==> config.mk <==
export PLATFORM = sky130hd
export DESIGN_NAME = cla32_rr_arbiter_flat
export DESIGN_NICKNAME = d
export VERILOG_FILES = /design/src/rtl/cla32_rr_arbiter_if.sv /design/src/rtl/cla32_rr_arbiter.sv /design/src/flat_wrapper.sv
export SDC_FILE = /design/constraint.sdc
export NUM_CORES = 1
export LEC_CHECK = 0
export CORE_MARGIN = 2
export CORE_UTILIZATION = 38
export CTS_CLUSTER_DIAMETER = 120
export DETAILED_ROUTE_END_ITERATION = 8
export PLACE_DENSITY = 0.79
export RECOVER_POWER = 25
export SYNTH_ARGS = -nofsm -noshare
export SYNTH_HDL_FRONTEND = slang
export SYNTH_SLANG_ARGS = --single-unit
==> constraint.sdc <==
create_clock -name clk -period 6 [get_ports clk]
set_input_delay 1.8 -clock clk [delete_from_list [all_inputs] [get_ports clk]]
set_output_delay 1.8 -clock clk [all_outputs]
set_load 0.01 [all_outputs]
==> src/rtl/cla32_rr_arbiter_if.sv <==
// cla32_rr_arbiter_if: requester and result handshake bundle for the shared-adder arbiter.
interface cla32_rr_arbiter_if #(
  parameter int N_REQ = 4,
  parameter int ID_W  = 2
);
  logic [N_REQ-1:0]    req_valid;
  logic [N_REQ-1:0]    req_ready;
  logic [N_REQ-1:0]    req_cin;
  logic [32*N_REQ-1:0] req_a;
  logic [32*N_REQ-1:0] req_b;
  logic                res_valid;
  logic                res_ready;
  logic [31:0]         res_sum;
  logic                res_cout;
  logic [ID_W-1:0]     res_id;
  modport master (
    output req_valid, req_a, req_b, req_cin, res_ready,
    input  req_ready, res_valid, res_sum, res_cout, res_id
  );
  modport slave (
    input  req_valid, req_a, req_b, req_cin, res_ready,
    output req_ready, res_valid, res_sum, res_cout, res_id
  );
endinterface

==> src/rtl/cla32_rr_arbiter.sv <==
// cla32_rr_arbiter: round-robin sharing of one 32-bit block carry-lookahead adder with a registered result slot.
module cla32btadder (
  input  logic [31:0] a,
  input  logic [31:0] b,
  input  logic        cin,
  output logic [31:0] sum,
  output logic        cout
);
  logic [31:0] g, p, c;
  logic [8:0]  bc;
  always_comb begin
    g  = a & b;
    p  = a ^ b;
    c  = '0;
    bc = '0;
    bc[0] = cin;
    // block carries come from group generate/propagate, bits inside a block ripple from their block carry
    for (int j = 0; j < 8; j++) begin
      c[4*j] = bc[j];
      for (int i = 1; i < 4; i++) c[4*j+i] = g[4*j+i-1] | (p[4*j+i-1] & c[4*j+i-1]);
      bc[j+1] = g[4*j+3] | (p[4*j+3] & g[4*j+2]) | (p[4*j+3] & p[4*j+2] & g[4*j+1])
              | (p[4*j+3] & p[4*j+2] & p[4*j+1] & g[4*j])
              | (&p[4*j+:4] & bc[j]);
    end
    sum  = p ^ c;
    cout = bc[8];
  end
endmodule

module cla32_rr_arbiter #(
  parameter int N_REQ = 4,
  parameter int ID_W  = 2
) (
  input logic clk,
  input logic rst,
  cla32_rr_arbiter_if.slave bus
);
  logic [ID_W-1:0] ptr, gid, sel, nxt;
  logic [ID_W:0]   s;
  logic            found, slot_free, xfer, cout;
  logic [31:0]     sum;
  always_comb begin
    gid   = '0;
    found = 1'b0;
    s     = '0;
    for (int k = 0; k < N_REQ; k++) begin
      s = {1'b0, ptr} + (ID_W+1)'(k);
      if (s >= (ID_W+1)'(N_REQ)) s = s - (ID_W+1)'(N_REQ);
      if (!found && bus.req_valid[s[ID_W-1:0]]) begin
        found = 1'b1;
        gid   = s[ID_W-1:0];
      end
    end
  end
  assign slot_free     = !bus.res_valid | bus.res_ready;
  assign xfer          = found & slot_free;
  assign bus.req_ready = (xfer && !rst) ? N_REQ'(1) << gid : '0;
  assign sel           = found ? gid : ptr;
  assign nxt           = (gid == ID_W'(N_REQ-1)) ? '0 : gid + ID_W'(1);
  cla32btadder adder (
    .a   (bus.req_a[32*sel +: 32]),
    .b   (bus.req_b[32*sel +: 32]),
    .cin (bus.req_cin[sel]),
    .sum (sum),
    .cout(cout)
  );
  always_ff @(posedge clk or posedge rst) begin
    if (rst) begin
      ptr          <= '0;
      bus.res_valid <= 1'b0;
      bus.res_sum   <= '0;
      bus.res_cout  <= 1'b0;
      bus.res_id    <= '0;
    end else if (xfer) begin
      ptr          <= nxt;
      bus.res_valid <= 1'b1;
      bus.res_sum   <= sum;
      bus.res_cout  <= cout;
      bus.res_id    <= gid;
    end else if (bus.res_ready) begin
      bus.res_valid <= 1'b0;
    end
  end
endmodule

==> src/flat_wrapper.sv <==
// flat-port wrapper written by rule: the top's interface ports become plain ports
module cla32_rr_arbiter_flat 
#(
  parameter int N_REQ = 4,
  parameter int ID_W  = 2
)
  (clk, rst, bus_req_valid, bus_req_a, bus_req_b, bus_req_cin, bus_res_ready, bus_req_ready, bus_res_valid, bus_res_sum, bus_res_cout, bus_res_id);
  cla32_rr_arbiter_if #(.N_REQ(N_REQ), .ID_W(ID_W)) bus_i ();
  input logic clk;
  input logic rst;
  input wire logic [$bits(bus_i.req_valid)-1:0] bus_req_valid;
  input wire logic [$bits(bus_i.req_a)-1:0] bus_req_a;
  input wire logic [$bits(bus_i.req_b)-1:0] bus_req_b;
  input wire logic [$bits(bus_i.req_cin)-1:0] bus_req_cin;
  input wire logic [$bits(bus_i.res_ready)-1:0] bus_res_ready;
  output wire logic [$bits(bus_i.req_ready)-1:0] bus_req_ready;
  output wire logic [$bits(bus_i.res_valid)-1:0] bus_res_valid;
  output wire logic [$bits(bus_i.res_sum)-1:0] bus_res_sum;
  output wire logic [$bits(bus_i.res_cout)-1:0] bus_res_cout;
  output wire logic [$bits(bus_i.res_id)-1:0] bus_res_id;
  assign bus_i.req_valid = bus_req_valid;
  assign bus_i.req_a = bus_req_a;
  assign bus_i.req_b = bus_req_b;
  assign bus_i.req_cin = bus_req_cin;
  assign bus_i.res_ready = bus_res_ready;
  assign bus_req_ready = bus_i.req_ready;
  assign bus_res_valid = bus_i.res_valid;
  assign bus_res_sum = bus_i.res_sum;
  assign bus_res_cout = bus_i.res_cout;
  assign bus_res_id = bus_i.res_id;
  cla32_rr_arbiter #(.N_REQ(N_REQ), .ID_W(ID_W)) u_core (.clk(clk), .rst(rst), .bus(bus_i));
endmodule
==> metrics.cfg, run 1 <==
[outcome]
outcome = complete, no violations

[drt]
dr.pass1.iters = 4
vias_per_cell = 5.08
avgRoutedWirePerCell_um = 18.4
drt_iter0_drc = 180
drt_wl_total_mm = 19.6
ant_nets = 0
num_vias = 5418
drc = 0

[critical_path]
crit_fanout = 8
arrival_ns = 6.15
rr_startpoint = u_core.ptr[0]
crit_required_ns = 6.21
cp-start-kind = input pin
crit_chain = buf_6 -> and2b_2 -> a21oi_4 -> o211ai_1 -> buf_4 -> buf_8 -> mux2i_2 -> mux2i_4 -> ha_4 -> a21o_1 -> a21o_1 -> a21oi_2 -> nand3_2 -> a221oi_2 -> nand2_2 -> a2111oi_4 -> o21ba_2 -> fa_2 -> fa_2 -> fa_2 -> o21ai_2
r2r_end = u_core.bus.res_sum[30]
timing.reg2reg.setup_slack_ns = 1.10
max_stage_delay_ns = 0.44
path_class = input pin to register
reg2regPathDepth = 20
slowest_stage = fa_2
cp_common_cell = fa_2
crit_path_end_kind = register

[timing]
fin_skew_ns = 0.00823
worst_pin_slew_ns = 1.17
min_period_ns = 5.94
fmax_ghz = 0.168
fin_crit_sh_pct = 99.0
drv_slew = 0
holdWs_ns = 0.475
relSlewSlack_pct = 21.9
hold_viol_final = 0
rsz0062_at_grt = yes
setup_violations = 0
setup_tns_ns = 0

[floorplanning]
fp.dieH_um = 118
start_util_pct = 39.2
ios = 307
die_area_sq_um = 14000
die_x_um = 118
coreArea_sq_um = 12700
row_count = 41

[synth]
syn_inst = 499
synth_seq_area_share_pct = 19.1
syn_avg_cell_area_sq_um = 9.96
synth_cell_types = 42
synthesis.nets = 826
synth_area_sq_um = 4970
synth-seq-cells = 38
ys.warnings.count = 0

[grt]
grt_start_max_net_pins = 37
grt_pass1_vias = 5994
antenna_found_initial = 0
grt_pass1_wl_mm = 30.3
grt_use_total_pct = 27.3
globalRouteOverflowTotal = 0

[cells_and_area]
final_nets = 1221
area_delta_synth_final_pct = 92.5
utilization_pct = 75.5
mostFrequentLayoutCells = clkdlybuf4s50_1, mux2i_1, buf_4, inv_1, nand2_1
drive_above_1_share_pct = 24.7
antennaDiodeCount = 0
final_common_cell = clkdlybuf4s50_1
final_cells = 1067

[clock_network]
cts_tree = yes
clockBufferDepth = 2
cts.sink_count = 38
clk_latency_ns = 0.28
hold_buffers = 0
clockRootBuffer = clkbuf_16
cts_buffers = 5
cts_htree_levels = 2
cts.clk_slew.worst_paths_ns = 0.06

[min_path]
hold_end = u_core.bus.res_sum[12]
min_from = u_core.bus.res_sum[12]
min_path_cells = 2
hold_path_class = register to register

[place]
place.gp.congestion = 0.890
dp.cells = 1028
hpwl_mm = 15.5
portBuffers = 306

[flow_run]
maxCapViolCount = 0

[power_and_ir_drop]
p_per_area_nw_per_um2 = 422
p_total_mw = 4.04
vdd_ir_drop_max_mv = 0.252
leakage_nw = 4.36

==> cell type report <==
| type | instances | area (sq um) |
|---|---|---|
| repair buffers | 414 | 4050 |
| multi-input cells | 379 | 3990 |
| fillers | 879 | 3100 |
| flip-flops and latches | 38 | 951 |
| well taps | 172 | 215 |
| inverters | 56 | 210 |
| clock buffers | 7 | 143 |
| clock inverters | 1 | 5.00 |
==> layer usage <==
| layer | up-vias | global-route usage [%] | share of wire, % |
|---|---|---|---|
| met3 | 45 | 6.76 | 7.6 |
| li1 | 2565 | - | - |
| met1 | 2549 | 28.3 | 35 |
| met5 | - | 0 | 0 |
| met4 | 0 | 10.3 | 3.6 |
| met2 | 259 | 52.5 | 54 |
==> timing repair <==
action | 4_1_cts | 5_1_grt
endpoints found under the setup margin | 16 | 21
pin swaps | 25 | 18
cloned | 3 | 0
resized for setup | 45 | 56
setup buffers | 20 | 10
==> synth_stat cells, drive strengths merged <==
| library cell | number | share of area [%] |
|---|---|---|
| nand3 | 3 | 0.30 |
| nand4 | 7 | 0.88 |
| and2 | 2 | 0.25 |
| buf | 21 | 2.2 |
| a221oi | 1 | 0.18 |
| a2111oi | 2 | 0.73 |
| mux4 | 21 | 9.5 |
| o221ai | 1 | 0.18 |
| and2b | 2 | 0.30 |
| nor4 | 1 | 0.13 |
| inv | 56 | 4.2 |
| nand2b | 2 | 0.25 |
| o22ai | 1 | 0.13 |
| a21o | 12 | 1.8 |
| mux2 | 21 | 4.8 |
| ha | 36 | 9.1 |
| nor3 | 1 | 0.10 |
| and3 | 4 | 0.50 |
| o2111ai | 1 | 0.18 |
| nor2 | 14 | 1.1 |
| o41ai | 1 | 0.55 |
| o21ai | 36 | 3.6 |
| o31ai | 1 | 0.15 |
| fa | 24 | 9.7 |
| o211ai | 1 | 0.15 |
| o21a | 1 | 0.15 |
| clkbuf | 5 | 0.38 |
| nand2 | 46 | 3.5 |
| o21ba | 1 | 0.20 |
| a211oi | 2 | 0.40 |
| xor2 | 6 | 1.1 |
| dfrtp | 38 | 19 |
| mux2i | 111 | 22 |
| xnor2 | 2 | 0.35 |
| a21oi | 13 | 1.3 |
| nor2b | 2 | 0.25 |
==> power breakdown <==
| group | total (mW) | switching (mW) | internal [mW] |
|---|---|---|---|
| Clock | 0.272 | 0.107 | 0.165 |
| Sequential | 0.464 | 0.0762 | 0.387 |
| Combinational | 3.31 | 1.48 | 1.83 |
| Total | 4.04 | 1.66 | 2.38 |
==> state kept, by name, indices dropped and copies added (netlist names) <==
register	flops
u_core.bus.res_cout	1
u_core.bus.res_id	2
u_core.bus.res_sum	32
u_core.bus.res_valid	1
u_core.ptr	2
==> worst max-delay path, delay by kind of cell <==
kind            cells  cell delay [ns]
buf+inv             3             0.41
fa+ha+maj           4             1.10
simple gates        3             0.48
compound gates      9             1.89
mux                 2             0.46
==> cells by family after synthesis <==
logic type	share of synthesized area [%]
xor gates and xnor gates	1.41
DFF	19.1
adders and majority gates	18.7
and+or+nand+nor	7.55
muxes	36.6
AOI/OAI and AO/OA	9.74
buffers and inverters	6.82
==> metrics by stage <==
stage / setup WS (ns) / cell area (sq um)
2_1_floorplan: -0.00348 / 5050
3_3_place_gp: -0.576 / 8810
3_5_place_dp: -0.696 / 8810
4_1_cts: -0.00366 / 9330
5_1_grt: -0.140 / 9570
6_report: 0.0608 / 9570
==> how the worst max path moves through the flow <==
stage	from	end	slack (ns)
finish	bus_req_valid[0]	u_core.bus.res_sum[30]	0.06
global route	bus_req_valid[0]	u_core.bus.res_sum[30]	-0.14
CTS	bus_req_valid[0]	u_core.bus.res_sum[30]	-0.004
detailed placement	bus_req_valid[0]	u_core.bus.res_sum[30]	-0.70
global placement	bus_req_valid[0]	u_core.bus.res_sum[31]	-0.58
floorplan	bus_req_valid[0]	u_core.bus.res_sum[31]	-0.003
Note: power is estimated with default switching activity, not from simulation.
==> inputs of run 2 (changes only) <==
- PLACE_DENSITY: 0.79 -> 0.82
==> metrics.cfg, run 2 (synthesized netlist as in run 1, its figures left out) <==
[place]
hpwl_mm = 16.0
place.gp.congestion = 0.864
dpl_cell_area_sq_um = 8810
portBuffers = 306

[cells_and_area]
largest_reg_flops = 32
mostFrequentLayoutCells = clkdlybuf4s50_1, mux2i_1, buf_4, inv_1, nand2_1
multi_input_area_sq_um = 3990
fillers = 862
final_common_cell = clkdlybuf4s50_1
largest-register = u_core.bus.res_sum
reg_top3 = u_core.bus.res_sum x32, u_core.bus.res_id x2, u_core.ptr x2
regArea_sq_um = 951
final_nets = 1226
finalInstanceArea_sq_um = 9660
drive_above_1_share_pct = 25.2
utilization_pct = 76.3
area_delta_synth_final_pct = 94.4

[power_and_ir_drop]
p_total_mw = 4.16
vdd_ir_drop_max_mv = 0.192
seqPwrFrac_pct = 11.1
comb_power_share_pct = 81.9
swShare_pct = 40.2
p_clk_share_pct = 7.0
p_int_mw = 2.49
leakage_nw = 4.39
p_sw_mw = 1.67
p_per_area_nw_per_um2 = 431

[timing]
rsz0062_at_grt = yes
fin_crit_sh_pct = 99.3
min_period_ns = 5.96
setup_tns_ns = 0
worst_pin_slew_ns = 2.24
setup_violations = 0
relSlewSlack_pct = -49.2
holdWs_ns = 0.480
fmax_ghz = 0.168
fin_skew_ns = 0.00432
drv_slew = 37
hold_viol_final = 0

[drt]
vias_per_cell = 5.02
num_vias = 5383
drc = 0
ant_nets = 0
drt_wl_total_mm = 19.8
avgRoutedWirePerCell_um = 18.5
dr.pass1.iters = 4
drt_iter0_drc = 198

[critical_path]
timing.reg2reg.setup_slack_ns = 1.14
slowest_stage = mux4_2
arrival_ns = 6.10
max_stage_delay_ns = 0.53
crit_path_end_kind = register
crit_fanout = 8
startpoint = bus_req_valid[0]
cp-start-kind = input pin
crit_required_ns = 6.14
path_class = input pin to register
rr_startpoint = u_core.ptr[1]
cp_common_cell = fa_2
crit_chain = buf_6 -> and2_4 -> and2b_2 -> o41ai_4 -> buf_12 -> buf_12 -> mux4_2 -> ha_4 -> nand4_1 -> nor2_2 -> nand2_1 -> nand3_2 -> a221oi_2 -> nand2_2 -> a2111oi_4 -> o21ba_2 -> fa_2 -> fa_2 -> fa_2 -> o21ai_1

[clock_network]
cts.clk_slew.worst_paths_ns = 0.06
clockRootBuffer = clkbuf_16
cts_tree = yes
cts_buffers = 5
clk_latency_ns = 0.27
cts.sink_count = 38
clockBufferDepth = 2
cts_htree_levels = 2

[floorplanning]
die_area_sq_um = 14000
row_count = 41
ios = 307
coreArea_sq_um = 12700
die_x_um = 118
fp.dieH_um = 118
start_util_pct = 39.2

[grt]
antenna_found_initial = 1
grt_use_total_pct = 27.5
globalRouteOverflowTotal = 0
grt_start_max_net_pins = 38
grt_pass1_vias = 6007
grt_pass1_wl_mm = 30.7

[min_path]
min_from = u_core.bus.res_sum[10]
hold_path_class = register to register

[outcome]
violations = max-capacitance violations, max-slew violations
outcome = complete, but fails checks

[flow_run]
maxCapViolCount = 1

run 2: worst max-delay path, delay by kind of cell:
family / cells / cell delay, ns
AO/OA/AOI/OAI: 5 / 0.88
adder cells (fa/ha/maj): 4 / 1.54
buffers and inverters: 3 / 0.41
multiplexers: 1 / 0.53
AND/OR/NAND/NOR: 7 / 0.94
run 2: repair_timing:
| action | in CTS | in global routing |
|---|---|---|
| setup buffers | 26 | 11 |
| pin swaps | 22 | 34 |
| setup endpoints to repair | 18 | 17 |
| resized for setup | 53 | 43 |
| endpoints found under the hold margin | 0 | 0 |
| gates cloned | 3 | 0 |
| hold buffers | 0 | 0 |
run 2: final timing paths:
path / to / cells after the start
max reg2reg: u_core.bus.res_sum[30] / 19
min: u_core.bus.res_sum[10] / 2
min reg2reg: u_core.bus.res_sum[10] / 2
min in group asynchronous: u_core.bus.res_valid / 2
max in group asynchronous: u_core.bus.res_sum[25] / 3
max: u_core.bus.res_sum[30] / 20
run 2: layout make-up:
cell class / count / area share [%]
Timing Repair Buffer: 419 / 42.7
Multi-Input combinational cell: 379 / 41.3
Sequential cell: 38 / 9.84
Tap cell: 172 / 2.23
Inverter: 56 / 2.18
Clock buffer: 8 / 1.72
Antenna cell: 1 / 0.0259
run 2: through the flow:
stage	setup slack, ns	cells
after floorplan	-0.00348	499
final	0.0397	1073
after global placement	-0.647	1026
after CTS	0.000635	1063
after global routing	-0.100	1072
after detailed placement	-0.753	1026
run 2: per-layer routing:
layer | up-vias | track usage, % | wire length, um
met1 | 2523 | 29.4 | 7040
met2 | 246 | 54.7 | 10800
li1 | 2572 | - | -
met4 | 0 | 8.11 | 674
met3 | 42 | 4.49 | 1370
met5 | - | 0 | 0
run 2: power by group through the flow:
stage | Sequential (mW) | Combinational, mW | Clock [mW]
floorplan | 0.509 | 1.68 | 0
global route | 0.476 | 3.72 | 0.313
CTS | 0.461 | 3.26 | 0.301
global placement | 0.456 | 2.79 | 0
detailed placement | 0.465 | 2.91 | 0
finish | 0.462 | 3.41 | 0.292
==> inputs of run 3 (changes only) <==
--- a/config.mk
+++ b/config.mk
@@ -6,9 +6,11 @@
 export NUM_CORES = 1
 export LEC_CHECK = 0
+export CELL_PAD_IN_SITES_DETAIL_PLACEMENT = 1
+export CELL_PAD_IN_SITES_GLOBAL_PLACEMENT = 2
 export CORE_MARGIN = 2
-export CORE_UTILIZATION = 38
+export CORE_UTILIZATION = 21
 export CTS_CLUSTER_DIAMETER = 120
 export DETAILED_ROUTE_END_ITERATION = 8
-export PLACE_DENSITY = 0.82
+export PLACE_DENSITY_LB_ADDON = 0.1
 export RECOVER_POWER = 25
 export SYNTH_ARGS = -nofsm -noshare
==> constraint.sdc (replaced) <==
create_clock -name clk -period 6 [get_ports clk]
set_input_delay 1.2 -clock clk [delete_from_list [all_inputs] [get_ports clk]]
set_output_delay 1.2 -clock clk [all_outputs]
set_load 0.01 [all_outputs]
==> metrics.cfg, run 3 (synthesized netlist as in run 1, its figures left out) <==
[outcome]
outcome = complete, but fails checks
violations = max-capacitance violations, max-slew violations

[clock_network]
cts.sink_count = 38
clockRootBuffer = clkbuf_16
cts_htree_levels = 2
hold_buffers = 0
cts.clk_slew.worst_paths_ns = 0.06
clk_latency_ns = 0.29
cts_buffers = 5
clockBufferDepth = 2
cts_tree = yes

[floorplanning]
fp.dieH_um = 158
row_count = 56
die_x_um = 158
coreArea_sq_um = 23300
ios = 307
start_util_pct = 21.3
die_area_sq_um = 24900

[cells_and_area]
final_nets = 1192
mostFrequentLayoutCells = clkdlybuf4s50_1, mux2i_1, buf_4, inv_1, nand2_1
largest-register = u_core.bus.res_sum
reg_top3 = u_core.bus.res_sum x32, u_core.bus.res_id x2, u_core.ptr x2
drive_above_1_share_pct = 16.0
antennaDiodeCount = 0
area_delta_synth_final_pct = 83.2
largest_reg_flops = 32
finalInstanceArea_sq_um = 9100
final_common_cell = clkdlybuf4s50_1

[critical_path]
arrival_ns = 5.91
cp-start-kind = input pin
rr_startpoint = u_core.ptr[0]
r2r_end = u_core.bus.res_sum[31]
path_class = input pin to register
max_stage_delay_ns = 0.49
startpoint = bus_req_valid[0]
slowest_stage = mux4_2
crit_fanout = 7
reg2regPathDepth = 21
crit_path_end_kind = register
timing.reg2reg.setup_slack_ns = 1.00
crit_required_ns = 6.22
crit_chain = dlygate4sd2_1 -> and2_1 -> and2b_1 -> o41ai_4 -> buf_4 -> buf_12 -> buf_8 -> buf_4 -> mux4_2 -> ha_1 -> nand4_1 -> nor2_1 -> nand2_1 -> nand3_2 -> a221oi_2 -> nand2_2 -> a2111oi_4 -> o21ba_2 -> fa_1 -> fa_2 -> fa_1 -> xor2_1 -> o21ai_1

[drt]
drc = 0
avgRoutedWirePerCell_um = 16.9
drt_wl_total_mm = 20.0
vias_per_cell = 4.30
drt_iter0_drc = 83
dr.pass1.iters = 4
num_vias = 5082
ant_nets = 0

[place]
place.gp.congestion = 0.757
portBuffers = 306
hpwl_mm = 17.4
dpl_cell_area_sq_um = 8860

[min_path]
hold_end = u_core.bus.res_sum[25]
min_from = u_core.bus.res_sum[25]
min_path_cells = 2
hold_path_class = register to register

[grt]
antenna_found_initial = 0
globalRouteOverflowTotal = 0
grt_pass1_wl_mm = 30.1
grt_use_total_pct = 15.8
grt_pass1_vias = 5881
grt_start_max_net_pins = 47

[power_and_ir_drop]
p_total_mw = 3.63
vdd_ir_drop_max_mv = 0.150
p_per_area_nw_per_um2 = 398
leakage_nw = 4.16

[timing]
fin_skew_ns = 0.00586
fmax_ghz = 0.176
setup_violations = 0
drv_slew = 36
min_period_ns = 5.69
worst_pin_slew_ns = 2.16
hold_viol_final = 0
rsz0062_at_grt = no
fin_crit_sh_pct = 94.8
relSlewSlack_pct = -44.2

[flow_run]
maxCapViolCount = 1

==> run 3: per-layer routing <==
layer / GRT usage [%] / vias to the layer above / share of wire [%]
met5: 0 / - / 0
li1: - / 2500 / -
met1: 17.4 / 2412 / 39
met2: 30.2 / 158 / 53
met4: 3.94 / 0 / 1.3
met3: 3.53 / 12 / 6.4
==> run 3: worst max path at each step <==
stage,to,depth (start not counted)
after global routing,u_core.bus.res_sum[31],23
after floorplan,u_core.bus.res_sum[31],21
final,u_core.bus.res_sum[31],23
after global placement,u_core.bus.res_sum[31],20
after detailed placement,u_core.bus.res_sum[31],19
after CTS,u_core.bus.res_sum[31],24
==> run 3: per-stage QoR <==
step	cells	utilization [%]	hold slack [ns]	setup TNS [ns]	worst slack (ns)
2_1_floorplan	499	-	0.514	0	0.257
3_3_place_gp	1169	38.0	0.463	-2.02	-0.362
3_5_place_dp	1169	38.0	0.471	-3.01	-0.448
4_1_cts	1180	38.9	0.490	0	0.0204
5_1_grt	1183	39.0	0.505	0	0.0160
6_report	1183	39.0	0.480	0	0.310
==> run 3: cell type report <==
cell class	instances	area [sq um]
clock buffers	6	139
fillers	2650	14200
inverters	56	210
multi-input cells	379	3710
flip-flops and latches	38	951
well taps	319	399
repair buffers	385	3700
==> run 3: power by group <==
| part | switching [mW] | internal, mW |
|---|---|---|
| Combinational | 1.34 | 1.56 |
| Clock | 0.112 | 0.161 |
| Sequential | 0.0719 | 0.388 |
| Total | 1.52 | 2.11 |
==> run 3: critical path, delay by kind of cell <==
family / cells / cell delay, ns
mux: 1 / 0.49
buf+inv: 5 / 0.83
compound gates: 5 / 0.71
fa+ha+maj: 4 / 1.60
xor+xnor: 1 / 0.15
simple gates: 7 / 0.90
==> run 3: what timing repair did <==
item,4_1_cts,5_1_grt
buffers inserted,5,3
pin swaps,4,6
hold endpoints to repair,0,0
endpoints found under the setup margin,6,9
resized for setup,11,9
